File: src/rtl/mips_pkg.sv
// Shared MIPS decode constants: ALU op codes, opcode/funct values and the
// ID/EXE control bundle used by the EXE-stage ALU issue logic.
package mips_pkg;

  localparam logic [3:0] ALUC_AND = 4'b0000;
  localparam logic [3:0] ALUC_OR  = 4'b0001;
  localparam logic [3:0] ALUC_ADD = 4'b0010;
  localparam logic [3:0] ALUC_SUB = 4'b0110;
  localparam logic [3:0] ALUC_SLT = 4'b0111;
  localparam logic [3:0] ALUC_NOR = 4'b1100;

  localparam logic [5:0] OP_RTYPE = 6'b000000;
  localparam logic [5:0] OP_ADDI  = 6'b001000;
  localparam logic [5:0] OP_ANDI  = 6'b001100;
  localparam logic [5:0] OP_ORI   = 6'b001101;
  localparam logic [5:0] OP_SLTI  = 6'b001010;
  localparam logic [5:0] OP_LW    = 6'b100011;
  localparam logic [5:0] OP_SW    = 6'b101011;
  localparam logic [5:0] OP_BEQ   = 6'b000100;

  localparam logic [5:0] FN_ADD = 6'b100000;
  localparam logic [5:0] FN_SUB = 6'b100010;
  localparam logic [5:0] FN_AND = 6'b100100;
  localparam logic [5:0] FN_OR  = 6'b100101;
  localparam logic [5:0] FN_NOR = 6'b100111;
  localparam logic [5:0] FN_SLT = 6'b101010;

  // Control bits carried through ID/EXE: evalid, ewreg, em2reg, ewmem, ealuimm, illegal, ealuc
  localparam int CTRL_W = 10;

  typedef struct packed {
    logic       evalid;
    logic       ewreg;
    logic       em2reg;
    logic       ewmem;
    logic       ealuimm;
    logic       illegal;
    logic [3:0] ealuc;
  } ctrl_t;

endpackage

File: src/rtl/alu_ctrl_decode.sv
// Combinational MIPS op/funct decoder producing EXE control and the ALU op code.
module alu_ctrl_decode
  import mips_pkg::*;
(
  input  logic [5:0] op_i,
  input  logic [5:0] func_i,
  output logic       wreg_o,
  output logic       m2reg_o,
  output logic       wmem_o,
  output logic       aluimm_o,
  output logic       sext_o,
  output logic       uses_rt_o,
  output logic       regrt_o,
  output logic [3:0] aluc_o,
  output logic       legal_o
);

  always_comb begin
    wreg_o    = 1'b0;
    m2reg_o   = 1'b0;
    wmem_o    = 1'b0;
    aluimm_o  = 1'b0;
    sext_o    = 1'b1;
    uses_rt_o = 1'b0;
    regrt_o   = 1'b0;
    aluc_o    = ALUC_AND;
    legal_o   = 1'b0;
    case (op_i)
      OP_RTYPE: begin
        uses_rt_o = 1'b1;
        wreg_o    = 1'b1;
        legal_o   = 1'b1;
        case (func_i)
          FN_ADD:  aluc_o = ALUC_ADD;
          FN_SUB:  aluc_o = ALUC_SUB;
          FN_AND:  aluc_o = ALUC_AND;
          FN_OR:   aluc_o = ALUC_OR;
          FN_NOR:  aluc_o = ALUC_NOR;
          FN_SLT:  aluc_o = ALUC_SLT;
          default: begin
            legal_o = 1'b0;
            wreg_o  = 1'b0;
          end
        endcase
      end
      OP_ADDI: begin
        wreg_o = 1'b1; aluimm_o = 1'b1; regrt_o = 1'b1; aluc_o = ALUC_ADD; legal_o = 1'b1;
      end
      OP_ANDI: begin
        wreg_o = 1'b1; aluimm_o = 1'b1; regrt_o = 1'b1; sext_o = 1'b0;
        aluc_o = ALUC_AND; legal_o = 1'b1;
      end
      OP_ORI: begin
        wreg_o = 1'b1; aluimm_o = 1'b1; regrt_o = 1'b1; sext_o = 1'b0;
        aluc_o = ALUC_OR; legal_o = 1'b1;
      end
      OP_SLTI: begin
        wreg_o = 1'b1; aluimm_o = 1'b1; regrt_o = 1'b1; aluc_o = ALUC_SLT; legal_o = 1'b1;
      end
      OP_LW: begin
        wreg_o = 1'b1; m2reg_o = 1'b1; aluimm_o = 1'b1; regrt_o = 1'b1;
        aluc_o = ALUC_ADD; legal_o = 1'b1;
      end
      OP_SW: begin
        wmem_o = 1'b1; aluimm_o = 1'b1; regrt_o = 1'b1; uses_rt_o = 1'b1;
        aluc_o = ALUC_ADD; legal_o = 1'b1;
      end
      OP_BEQ: begin
        uses_rt_o = 1'b1; regrt_o = 1'b1; aluc_o = ALUC_SUB; legal_o = 1'b1;
      end
      default: ;
    endcase
  end

endmodule

File: src/rtl/id_exe_alu_issue.sv
// ID-side issue into the EXE stage: decode, load-use hazard detection,
// immediate extension and the ID/EXE pipeline register with bubble insertion.
module id_exe_alu_issue
  import mips_pkg::*;
#(
  parameter int DW = 32,
  parameter int RW = 5
) (
  input  logic          clk,
  input  logic          rst_n,
  input  logic          id_valid,
  input  logic [5:0]    op,
  input  logic [5:0]    func,
  input  logic [RW-1:0] rs,
  input  logic [RW-1:0] rt,
  input  logic [RW-1:0] rd,
  input  logic [DW-1:0] dqa,
  input  logic [DW-1:0] dqb,
  input  logic [15:0]   imm16,
  input  logic          flush,
  output logic          stall,
  output logic          illegal,
  output logic          evalid,
  output logic          ewreg,
  output logic          em2reg,
  output logic          ewmem,
  output logic          ealuimm,
  output logic [3:0]    ealuc,
  output logic [DW-1:0] eqa,
  output logic [DW-1:0] eqb,
  output logic [DW-1:0] eimm,
  output logic [RW-1:0] ern
);

  logic       dec_wreg, dec_m2reg, dec_wmem, dec_aluimm, dec_sext;
  logic       dec_uses_rt, dec_regrt, dec_legal;
  logic [3:0] dec_aluc;

  alu_ctrl_decode u_dec (
    .op_i      (op),
    .func_i    (func),
    .wreg_o    (dec_wreg),
    .m2reg_o   (dec_m2reg),
    .wmem_o    (dec_wmem),
    .aluimm_o  (dec_aluimm),
    .sext_o    (dec_sext),
    .uses_rt_o (dec_uses_rt),
    .regrt_o   (dec_regrt),
    .aluc_o    (dec_aluc),
    .legal_o   (dec_legal)
  );

  ctrl_t         ctrl_q, ctrl_d;
  logic [DW-1:0] eqa_q, eqa_d, eqb_q, eqb_d, eimm_q, eimm_d;
  logic [RW-1:0] ern_q, ern_d;
  logic [RW-1:0] dest;
  logic [DW-1:0] imm_ext;

  assign dest    = dec_regrt ? rt : rd;
  assign imm_ext = dec_sext ? {{(DW-16){imm16[15]}}, imm16} : {{(DW-16){1'b0}}, imm16};

  // A load in EXE whose target is read by the instruction in ID cannot forward in time
  assign stall = rst_n & id_valid & ctrl_q.evalid & ctrl_q.em2reg & (ern_q != '0) &
                 ((ern_q == rs) | ((ern_q == rt) & dec_uses_rt));

  always_comb begin
    ctrl_d = '0;
    eqa_d  = '0;
    eqb_d  = '0;
    eimm_d = '0;
    ern_d  = '0;
    if (!flush && !stall && id_valid) begin
      if (dec_legal) begin
        ctrl_d.evalid  = 1'b1;
        ctrl_d.ewreg   = dec_wreg & (dest != '0);
        ctrl_d.em2reg  = dec_m2reg;
        ctrl_d.ewmem   = dec_wmem;
        ctrl_d.ealuimm = dec_aluimm;
        ctrl_d.ealuc   = dec_aluc;
        eqa_d          = dqa;
        eqb_d          = dqb;
        eimm_d         = imm_ext;
        ern_d          = dest;
      end else begin
        ctrl_d.illegal = 1'b1;
      end
    end
  end

  always_ff @(posedge clk) begin
    if (!rst_n) begin
      ctrl_q <= '0;
      eqa_q  <= '0;
      eqb_q  <= '0;
      eimm_q <= '0;
      ern_q  <= '0;
    end else begin
      ctrl_q <= ctrl_d;
      eqa_q  <= eqa_d;
      eqb_q  <= eqb_d;
      eimm_q <= eimm_d;
      ern_q  <= ern_d;
    end
  end

  assign evalid  = ctrl_q.evalid;
  assign ewreg   = ctrl_q.ewreg;
  assign em2reg  = ctrl_q.em2reg;
  assign ewmem   = ctrl_q.ewmem;
  assign ealuimm = ctrl_q.ealuimm;
  assign illegal = ctrl_q.illegal;
  assign ealuc   = ctrl_q.ealuc;
  assign eqa     = eqa_q;
  assign eqb     = eqb_q;
  assign eimm    = eimm_q;
  assign ern     = ern_q;

endmodule

File: config.mk
export PLATFORM = sky130hd
export DESIGN_NAME = id_exe_alu_issue
export DESIGN_NICKNAME = d
export VERILOG_FILES = /design/src/rtl/mips_pkg.sv /design/src/rtl/alu_ctrl_decode.sv /design/src/rtl/id_exe_alu_issue.sv
export SDC_FILE = /design/constraint.sdc
export NUM_CORES = 1
export LEC_CHECK = 0
export BUFFER_PORTS_ARGS = -buffer_cell sky130_fd_sc_hd__buf_4
export CAP_MARGIN = 10
export CELL_PAD_IN_SITES_DETAIL_PLACEMENT = 0
export CELL_PAD_IN_SITES_GLOBAL_PLACEMENT = 1
export CORE_ASPECT_RATIO = 1.5
export CORE_MARGIN = 2
export CORE_UTILIZATION = 29
export DETAILED_ROUTE_END_ITERATION = 16
export PLACE_DENSITY = 0.78
export SLEW_MARGIN = 20
export SYNTH_ARGS = -nofsm -noshare
export SYNTH_HDL_FRONTEND = slang
export SYNTH_HIERARCHICAL = 1
export SYNTH_SLANG_ARGS = --single-unit
File: constraint.sdc
create_clock -name clk -period 2.15 [get_ports clk]
set_input_delay 0.215 -clock clk [delete_from_list [all_inputs] [get_ports clk]]
set_output_delay 0.215 -clock clk [all_outputs]
set_load 0.01 [all_outputs]
==> results.yml, run 1 <==
power_and_ir_drop:
  pwr-share-clk: 0.483
  internal_power_mw: 3.22
  power_frac_seq: 0.451
  netSwitchingPower_uw: 756
  swShare: 0.190
  power_mw: 3.98
  powerDensity_nw_per_um2: 748
  peakVddDrop_v: 0.000404
  p_leak_nw: 2.55
  pwr-share-comb: 0.066
cells_and_area:
  final_cell_mix: "buf_4, dfxtp_1, and2_1"
  syn_to_final_growth_pct: 64.2
  final_nets: 619
  final_core_util: 0.486
  num_antenna_cells: 0
  design_area_um2: 5310
  final_common_cell: "buf_4"
  final_cells: 659
  drive_gt1_frac: 0.488
synth:
  yosys_warnings: 6
  synth_edf_count: 0
  synth_cell_types: 36
  syn_inst: 299
  synthArstFlopShare: 0
  yosys_register_bits: 96
  synth_area_per_cell_um2: 10.8
  syn_nets: 410
  synth_ff_type: "dfxtp_1"
  syn-cell-area_um2: 3240
  yosysSeqAreaShare: 0.594
place:
  pre_cts_ws_ns: 0.166
  gp_congestion: 0.760
  io_buffers: 222
  dp.cells: 644
  place_hpwl_um: 6950
  place_area_um2: 4950
timing:
  finalWorstPathRequiredPeriod_ns: 1.83
  setup_ws_ns: 0.319
  max_slew.worst_pin.slew_ns: 0.471
  skew_ns: 0.00709
  maxSlewHeadroom: 0.686
  slew_violations: 0
  rsz0062_at_grt: "false"
  finalHoldViolations: 0
  setup_viol_count_final: 0
  period_share: 0.852
  fmax_mhz: 546
  setup_tns_ns: 0
  hold_slack_ns: 0.0552
floorplanning:
  fp-row-count: 47
  dieWidth_um: 90.2
  ios: 223
  coreArea_um2: 10900
  start_util: 0.296
  dieArea_um2: 12000
  fp.dieH_um: 133
routing:
  drt_iter0_markers: 59
  dr.pass1.iters: 4
  drtAntennaViolNets: 0
  drcViolationCount: 0
  wl_um: 8930
  num_vias: 2723
  wl_per_cell_um: 13.6
  viasPerCell: 4.13
grt:
  grt_pass1_wl_um: 14100
  grtUsageMet2: 0.269
  grt_max_degree: 48
  overflow: 0
  grt_usage: 0.149
  use_met1: 0.157
  grt_pass1_vias: 2679
  antenna_found_initial: 0
  met3_usage: 0.0492
  gr-max-usage-layer: "met2"
setup_path:
  arrival_ns: 1.62
  cp_cell_sequence: "xnor2_1 > nand3_1 > o22ai_2 > and2_1 > buf_4"
  crit_fanout: 4
  path_delay_family: "flip-flops"
  slowest_delay_ns: 0.44
  cp_slowest_cell: "dfxtp_1"
  critPathKind: "register to output port"
  cp-start-kind: "register"
  end_kind: "output port"
  cp.required_ns: 1.93
  cp_num_buf_inv: 1
clock_tree:
  hold_buffers: 0
  clk_pin_slew_ns: 0.06
  cts_resized: 0
  cts_buffers: 9
  root_buffer: "clkbuf_16"
  cts_tree: "done"
  clock_path_buffers: 2
  cts.sinks: 96
  htree_num_levels: 3
  clock_latency_ns: 0.34
  cts_setup_buffers: 0
status:
  outcome: "finished clean"
worst_hold_path:
  hold_class: "primary input to register"
flow_run:
  maxCapViolations: 0
## cell usage after synthesis (all sizes together) (2+ instances only)
| cell type | instances | area [um2] |
|---|---|---|
| clkbuf | 8 | 38.8 |
| o22ai | 2 | 18.8 |
| mux2i | 5 | 50.1 |
| xnor2 | 10 | 87.6 |
| and2 | 88 | 551 |
| nand4 | 3 | 18.8 |
| and2b | 2 | 17.5 |
| a31oi | 2 | 12.5 |
| nand2 | 10 | 37.5 |
| nand3 | 3 | 15.0 |
| buf | 21 | 160 |
| nand2b | 3 | 18.8 |
| nor3 | 8 | 40.0 |
| o21ai | 4 | 20.0 |
| and3 | 5 | 32.5 |
| a21oi | 7 | 46.3 |
| nor2 | 10 | 37.5 |
| dfxtp | 96 | 1920 |
## registers in the layout (all words and copies together) (netlist names)
signal / flops
em2reg: 1
ewreg: 1
ern: 5
ealuc: 4
illegal: 1
eimm: 17
eqb: 32
ewmem: 1
ealuimm: 1
eqa: 32
evalid: 1
## power groups by stage
stage	Combinational (mW)	Sequential, mW	Clock (mW)
after floorplan	0.0725	1.84	0
after global placement	0.263	1.83	0
after detailed placement	0.264	1.83	0
after CTS	0.265	1.79	1.98
after global routing	0.287	1.79	2.05
final	0.262	1.79	1.92
## cells by family after synthesis
family,share of synthesized area
AO/OA/AOI/OAI,0.0422
XOR/XNOR,0.0271
buffers and inverters,0.0626
flip-flops,0.594
multiplexers,0.0155
AND/OR/NAND/NOR,0.259
## worst reg2reg max path, stage by stage, from the launching register on
cell and delay [ns]:
dfxtp_1 0.44, xnor2_1 0.14, nand3_1 0.13, o22ai_2 0.26, a21oi_4 0.14, buf_12 0.20, and2_1 0.19
## worst paths after layout
path | from | end | slack (ns) | cells after the start
worst min register to register | evalid | eqa[11] | 0.98 | 4
worst max register to register | ern[4] | eqa[24] | 0.56 | 6
worst max-delay path | ern[4] | stall | 0.32 | 5
worst min-delay path | flush | illegal | 0.06 | 2
## routing by layer
metal	up-vias	wire length [um]
li1	1356	-
met5	-	0
met4	0	221
met3	19	669
met2	136	4700
met1	1212	3340
## cell type report
class	instances	area, um2
Fill cell	1077	5630
Sequential cell	96	1920
Timing Repair Buffer	227	1730
Multi-Input combinational cell	173	1110
Clock buffer	9	225
Tap cell	147	184
Clock inverter	6	138
Inverter	1	3.75
No activity file was read; power rests on OpenSTA's default activity.
==> inputs of run 2 (changes only) <==
--- a/config.mk
+++ b/config.mk
@@ -11,9 +11,9 @@
 export CELL_PAD_IN_SITES_GLOBAL_PLACEMENT = 1
 export CORE_ASPECT_RATIO = 1.5
 export CORE_MARGIN = 2
-export CORE_UTILIZATION = 29
+export CORE_UTILIZATION = 26
 export DETAILED_ROUTE_END_ITERATION = 16
-export PLACE_DENSITY = 0.78
+export PLACE_DENSITY = 0.74
 export SLEW_MARGIN = 20
 export SYNTH_ARGS = -nofsm -noshare
 export SYNTH_HDL_FRONTEND = slang
==> constraint.sdc (replaced) <==
create_clock -name clk -period 1.5 [get_ports clk]
set_input_delay 0.15 -clock clk [delete_from_list [all_inputs] [get_ports clk]]
set_output_delay 0.15 -clock clk [all_outputs]
set_load 0.01 [all_outputs]
==> run 2 against run 1 <==
- the run now ends with negative setup slack left
- first-iteration DRC count fell by 39%
- largest power group is now sequential cells
- combinational power rose by 74%
- core utilization fell by 0.17 points
- critical path type is now register to register
- clock skew fell by 0.00054 ns
- highest routed layer unchanged
- final cell count rose by 7.0%
- power rose by 36%
- via count rose by 6.5%
==> results.yml, run 2 (same netlist as run 1, synthesis figures left out) <==
power_and_ir_drop:
  pwr-share-clk: 0.440
  netSwitchingPower_mw: 1.21
  swShare: 0.223
  internal_power_mw: 4.19
  pwr-share-comb: 0.085
  peakVddDrop_v: 0.000632
  power_frac_seq: 0.475
  p_leak_nw: 2.83
  power_mw: 5.39
  powerDensity_nw_per_um2: 923
place:
  place_area_um2: 5160
  gp_congestion: 0.789
  place_hpwl_um: 7540
  io_buffers: 222
setup_path:
  cp_cell_sequence: "xnor2_1 > nand3_1 > o22ai_2 > buf_4 > a21oi_4 > buf_12 > clkbuf_16 > and2_1"
  crit_fanout: 13
  critPathKind: "register to register"
  path_delay_family: "buffers and inverters"
  cp_num_buf_inv: 3
  cp-start-kind: "register"
  cp_slowest_cell: "dfxtp_2"
  end_kind: "register"
  cp.depth: 8
  reg2regPathDepth: 8
  arrival_ns: 1.81
  slowest_delay_ns: 0.34
  cp.required_ns: 1.73
routing:
  viasPerCell: 4.11
  dr.pass1.iters: 4
  drcViolationCount: 0
  routed.top_layer: "met4"
  wl_um: 10300
  drt_iter0_markers: 36
  dr_wl_met2_um: 5700
  drtAntennaViolNets: 0
  wl_met1_um: 3490
  num_vias: 2900
  wl_per_cell_um: 14.6
  met3_length_um: 793
grt:
  grt_pass1_vias: 2716
  grt_max_degree: 52
  overflow: 0
  grt_usage: 0.135
  antenna_found_initial: 0
  grt_pass1_wl_um: 13600
floorplanning:
  dieWidth_um: 95.1
  coreArea_um2: 12100
  fp.dieH_um: 141
  fp-row-count: 49
  start_util: 0.268
  ios: 223
  dieArea_um2: 13400
timing:
  hold_slack_ns: 0.0128
  max_slew.worst_pin.slew_ns: 0.502
  rsz0062_at_grt: "true"
  fmax_mhz: 634
  setup_viol_count_final: 76
  skew_ns: 0.00655
  setup_ws_ns: -0.0781
  maxSlewHeadroom: 0.665
  slew_violations: 0
  finalHoldViolations: 0
  finalWorstPathRequiredPeriod_ns: 1.58
  period_share: 1.05
cells_and_area:
  design_area_um2: 5850
  syn_to_final_growth_pct: 80.7
  final_nets: 658
  final_common_cell: "buf_4"
  num_antenna_cells: 0
  final_cell_mix: "buf_4, dfxtp_1, and2_1"
  drive_gt1_frac: 0.630
  fillerInstances: 1131
clock_tree:
  htree_num_levels: 3
  cts.sinks: 96
  clock_latency_ns: 0.34
  clock_path_buffers: 2
  root_buffer: "clkbuf_16"
  cts_buffers: 9
  clk_pin_slew_ns: 0.07
  cts_tree: "done"
status:
  violations: "negative setup slack"
  outcome: "complete, but fails checks"
worst_hold_path:
  hold_path_depth: 2
  hold_class: "primary input to register"
flow_run:
  maxCapViolations: 0
## run 2: cell count changes in the layout (fill, tap and decap cells not counted), moves of 5 or more
cell | before | now
and2_1 | 88 | 45
and2_4 | 0 | 43
buf_4 | 225 | 255
xnor2_1 | 10 | 3
xnor2_2 | 0 | 7
dfxtp_1 | 96 | 91
## run 2: routing by layer
layer  track usage  vias to the layer above
met3        0.0412                       18
met1         0.131                     1316
met4        0.0572                        0
li1              -                     1441
met5             0                        -
met2         0.254                      125
## run 2: power by group through the flow
stage	clock (mW)	combinational, mW	sequential [mW]
2_1_floorplan	0	0.106	2.63
3_3_place_gp	0	0.419	2.63
3_5_place_dp	0	0.424	2.63
4_1_cts	2.44	0.431	2.56
5_1_grt	2.54	0.495	2.56
6_report	2.38	0.457	2.56
## run 2: what timing repair did
item / in CTS / in global routing
hold buffers: 1 / 1
resized for setup: 13 / 58
endpoints found under the hold margin: 1 / 1
setup endpoints to repair: 27 / 84
setup buffers: 3 / 4
pin swaps: 5 / 8
cloned: 0 / 4
## run 2: through the flow
step | util | TNS, ns | cells | setup slack [ns]
3_5_place_dp | 0.427 | -19.69 | 677 | -0.263
2_1_floorplan | - | -5.45 | 299 | -0.110
5_1_grt | 0.484 | -8.87 | 705 | -0.150
6_report | 0.484 | -3.33 | 705 | -0.0781
3_3_place_gp | 0.427 | -15.99 | 677 | -0.234
4_1_cts | 0.459 | -0.0509 | 697 | -0.0509
## run 2: path summary, 6_finish.rpt
path	slack, ns	to	from
setup / recovery	-0.08	ealuc[1]	ern[2]
hold / removal	0.01	eqb[28]	dqb[28]
setup reg to reg	-0.08	ealuc[1]	ern[2]
hold reg to reg	1.05	ern[0]	ern[4]
## run 2: layout make-up
class | count | area (um2) | share of cell area
clock buffers | 9 | 225 | 0.0385
clock inverters | 7 | 83.8 | 0.0143
inverters | 1 | 3.75 | 0.000642
multi-input cells | 173 | 1300 | 0.223
flip-flops and latches | 96 | 1940 | 0.332
well taps | 153 | 191 | 0.0327
repair buffers | 266 | 2100 | 0.360
==> inputs of run 3 (changes only) <==
==> constraint.sdc (replaced) <==
create_clock -name clk -period 1.5 [get_ports clk]
set_input_delay 0.15 -clock clk [delete_from_list [all_inputs] [get_ports clk]]
set_output_delay 0.15 -clock clk [all_outputs]
set_load 0.005 [all_outputs]
==> run 3 against run 2 <==
- the run still ends with negative setup slack left
- via count shrank 2.1%
- core utilization shrank 2.1 points
- setup slack better by 0.025 ns
- global-route usage is the same
- first-iteration DRC count up 28%
- routed wire length is 8.0% lower
- register-to-register slack gained 0.09 ns
- critical endpoint is now stall
- largest power group unchanged
==> results.yml, run 3 (same netlist as run 1, synthesis figures left out) <==
setup_path:
  cp.required_ns: 1.35
  critPathKind: "register to output port"
  rrSetupSlack_ns: 0.01
  arrival_ns: 1.40
  end_kind: "output port"
  cp-start-kind: "register"
  crit_fanout: 3
routing:
  drt_iter0_markers: 46
  viasPerCell: 4.06
  num_vias: 2838
  drtAntennaViolNets: 0
  drcViolationCount: 0
  wl_um: 9450
  dr.pass1.iters: 4
  wl_per_cell_um: 13.5
grt:
  grt_usage: 0.135
  grt_pass1_vias: 2716
  antenna_found_initial: 0
  grt_max_degree: 52
  grt_pass1_wl_um: 13600
  overflow: 0
power_and_ir_drop:
  swShare: 0.221
  internal_power_mw: 4.18
  pwr-share-clk: 0.442
  peakVddDrop_v: 0.000635
  netSwitchingPower_mw: 1.18
  pwr-share-comb: 0.080
  power_frac_seq: 0.478
  powerDensity_nw_per_um2: 959
  p_leak_nw: 2.71
worst_hold_path:
  hold_class: "primary input to register"
floorplanning:
  fp.dieH_um: 141
  dieArea_um2: 13400
  start_util: 0.268
  fp-row-count: 49
  coreArea_um2: 12100
  ios: 223
  dieWidth_um: 95.1
clock_tree:
  root_buffer: "clkbuf_16"
  clock_latency_ns: 0.34
  htree_num_levels: 3
  cts_tree: "done"
  clk_pin_slew_ns: 0.07
  clock_path_buffers: 2
  cts_buffers: 9
  cts.sinks: 96
flow_run:
  maxCapViolations: 0
timing:
  finalHoldViolations: 0
  slew_violations: 0
  setup_viol_count_final: 1
  maxSlewHeadroom: 0.662
  setup_tns_ns: -0.0535
  setup_ws_ns: -0.0535
  fmax_mhz: 644
  skew_ns: 0.00711
  period_share: 1.04
  rsz0062_at_grt: "true"
  max_slew.worst_pin.slew_ns: 0.506
  finalWorstPathRequiredPeriod_ns: 1.55
place:
  place_hpwl_um: 7540
  gp_congestion: 0.789
  pre_cts_ws_ns: -0.263
  io_buffers: 222
cells_and_area:
  drive_gt1_frac: 0.544
  final_common_cell: "buf_4"
  syn_to_final_growth_pct: 72.8
  final_nets: 652
  num_antenna_cells: 0
  final_cell_mix: "buf_4, dfxtp_1, and2_1"
  fillerInstances: 1140
status:
  violations: "negative setup slack"
  outcome: "complete, but fails checks"
[run 3: routing by layer]
metal	up-vias	track usage	wire (um)
met3	16	0.0412	779
met4	0	0.0572	226
met2	122	0.254	5180
met5	-	0	0
li1	1426	-	-
met1	1274	0.131	3270
[run 3: critical path: stages, from the launching register on]
cell and delay, ns:
dfxtp_2 0.34, xnor2_1 0.15, nand3_1 0.12, o22ai_2 0.18, and2_4 0.18, buf_6 0.09
[run 3: final timing paths]
kind              startpoint        to  cells past startpoint
setup / recovery      ern[2]     stall                      5
hold / removal       dqa[20]   eqa[20]                      2
setup reg to reg      ern[2]  eimm[16]                      7
hold reg to reg       ern[4]    evalid                      5
[run 3: power groups by stage]
| stage | Combinational [mW] | Clock, mW | Sequential [mW] |
|---|---|---|---|
| final | 0.427 | 2.37 | 2.56 |
| after global placement | 0.412 | 0 | 2.63 |
| after detailed placement | 0.417 | 0 | 2.63 |
| after floorplan | 0.105 | 0 | 2.63 |
| after global routing | 0.464 | 2.54 | 2.56 |
| after CTS | 0.424 | 2.44 | 2.56 |
[run 3: through the flow]
stage          utilization  cells  hold WS (ns)  area (um2)  total power, mW
2_1_floorplan            -    299         0.228        3260             2.73
3_3_place_gp         0.427    677         0.330        5160             3.04
3_5_place_dp         0.427    677         0.333        5160             3.04
4_1_cts              0.459    697       0.00168        5540             5.43
5_1_grt              0.463    699      0.000245        5590             5.57
6_report             0.463    699        0.0126        5590             5.36
[run 3: repair_timing]
action / 4_1_cts / 5_1_grt
endpoints found under the setup margin: 27 / 84
buffers inserted: 3 / 1
hold buffers: 1 / 1
resized for setup: 13 / 6
endpoints found under the hold margin: 1 / 1
pin swaps: 5 / 5
[run 3: layout make-up]
type	count	area, um2	area share
Clock inverter	7	83.8	0.0150
Tap cell	153	191	0.0342
Timing Repair Buffer	260	1980	0.354
Sequential cell	96	1940	0.346
Inverter	1	3.75	0.000671
Multi-Input combinational cell	173	1170	0.209
Clock buffer	9	225	0.0403
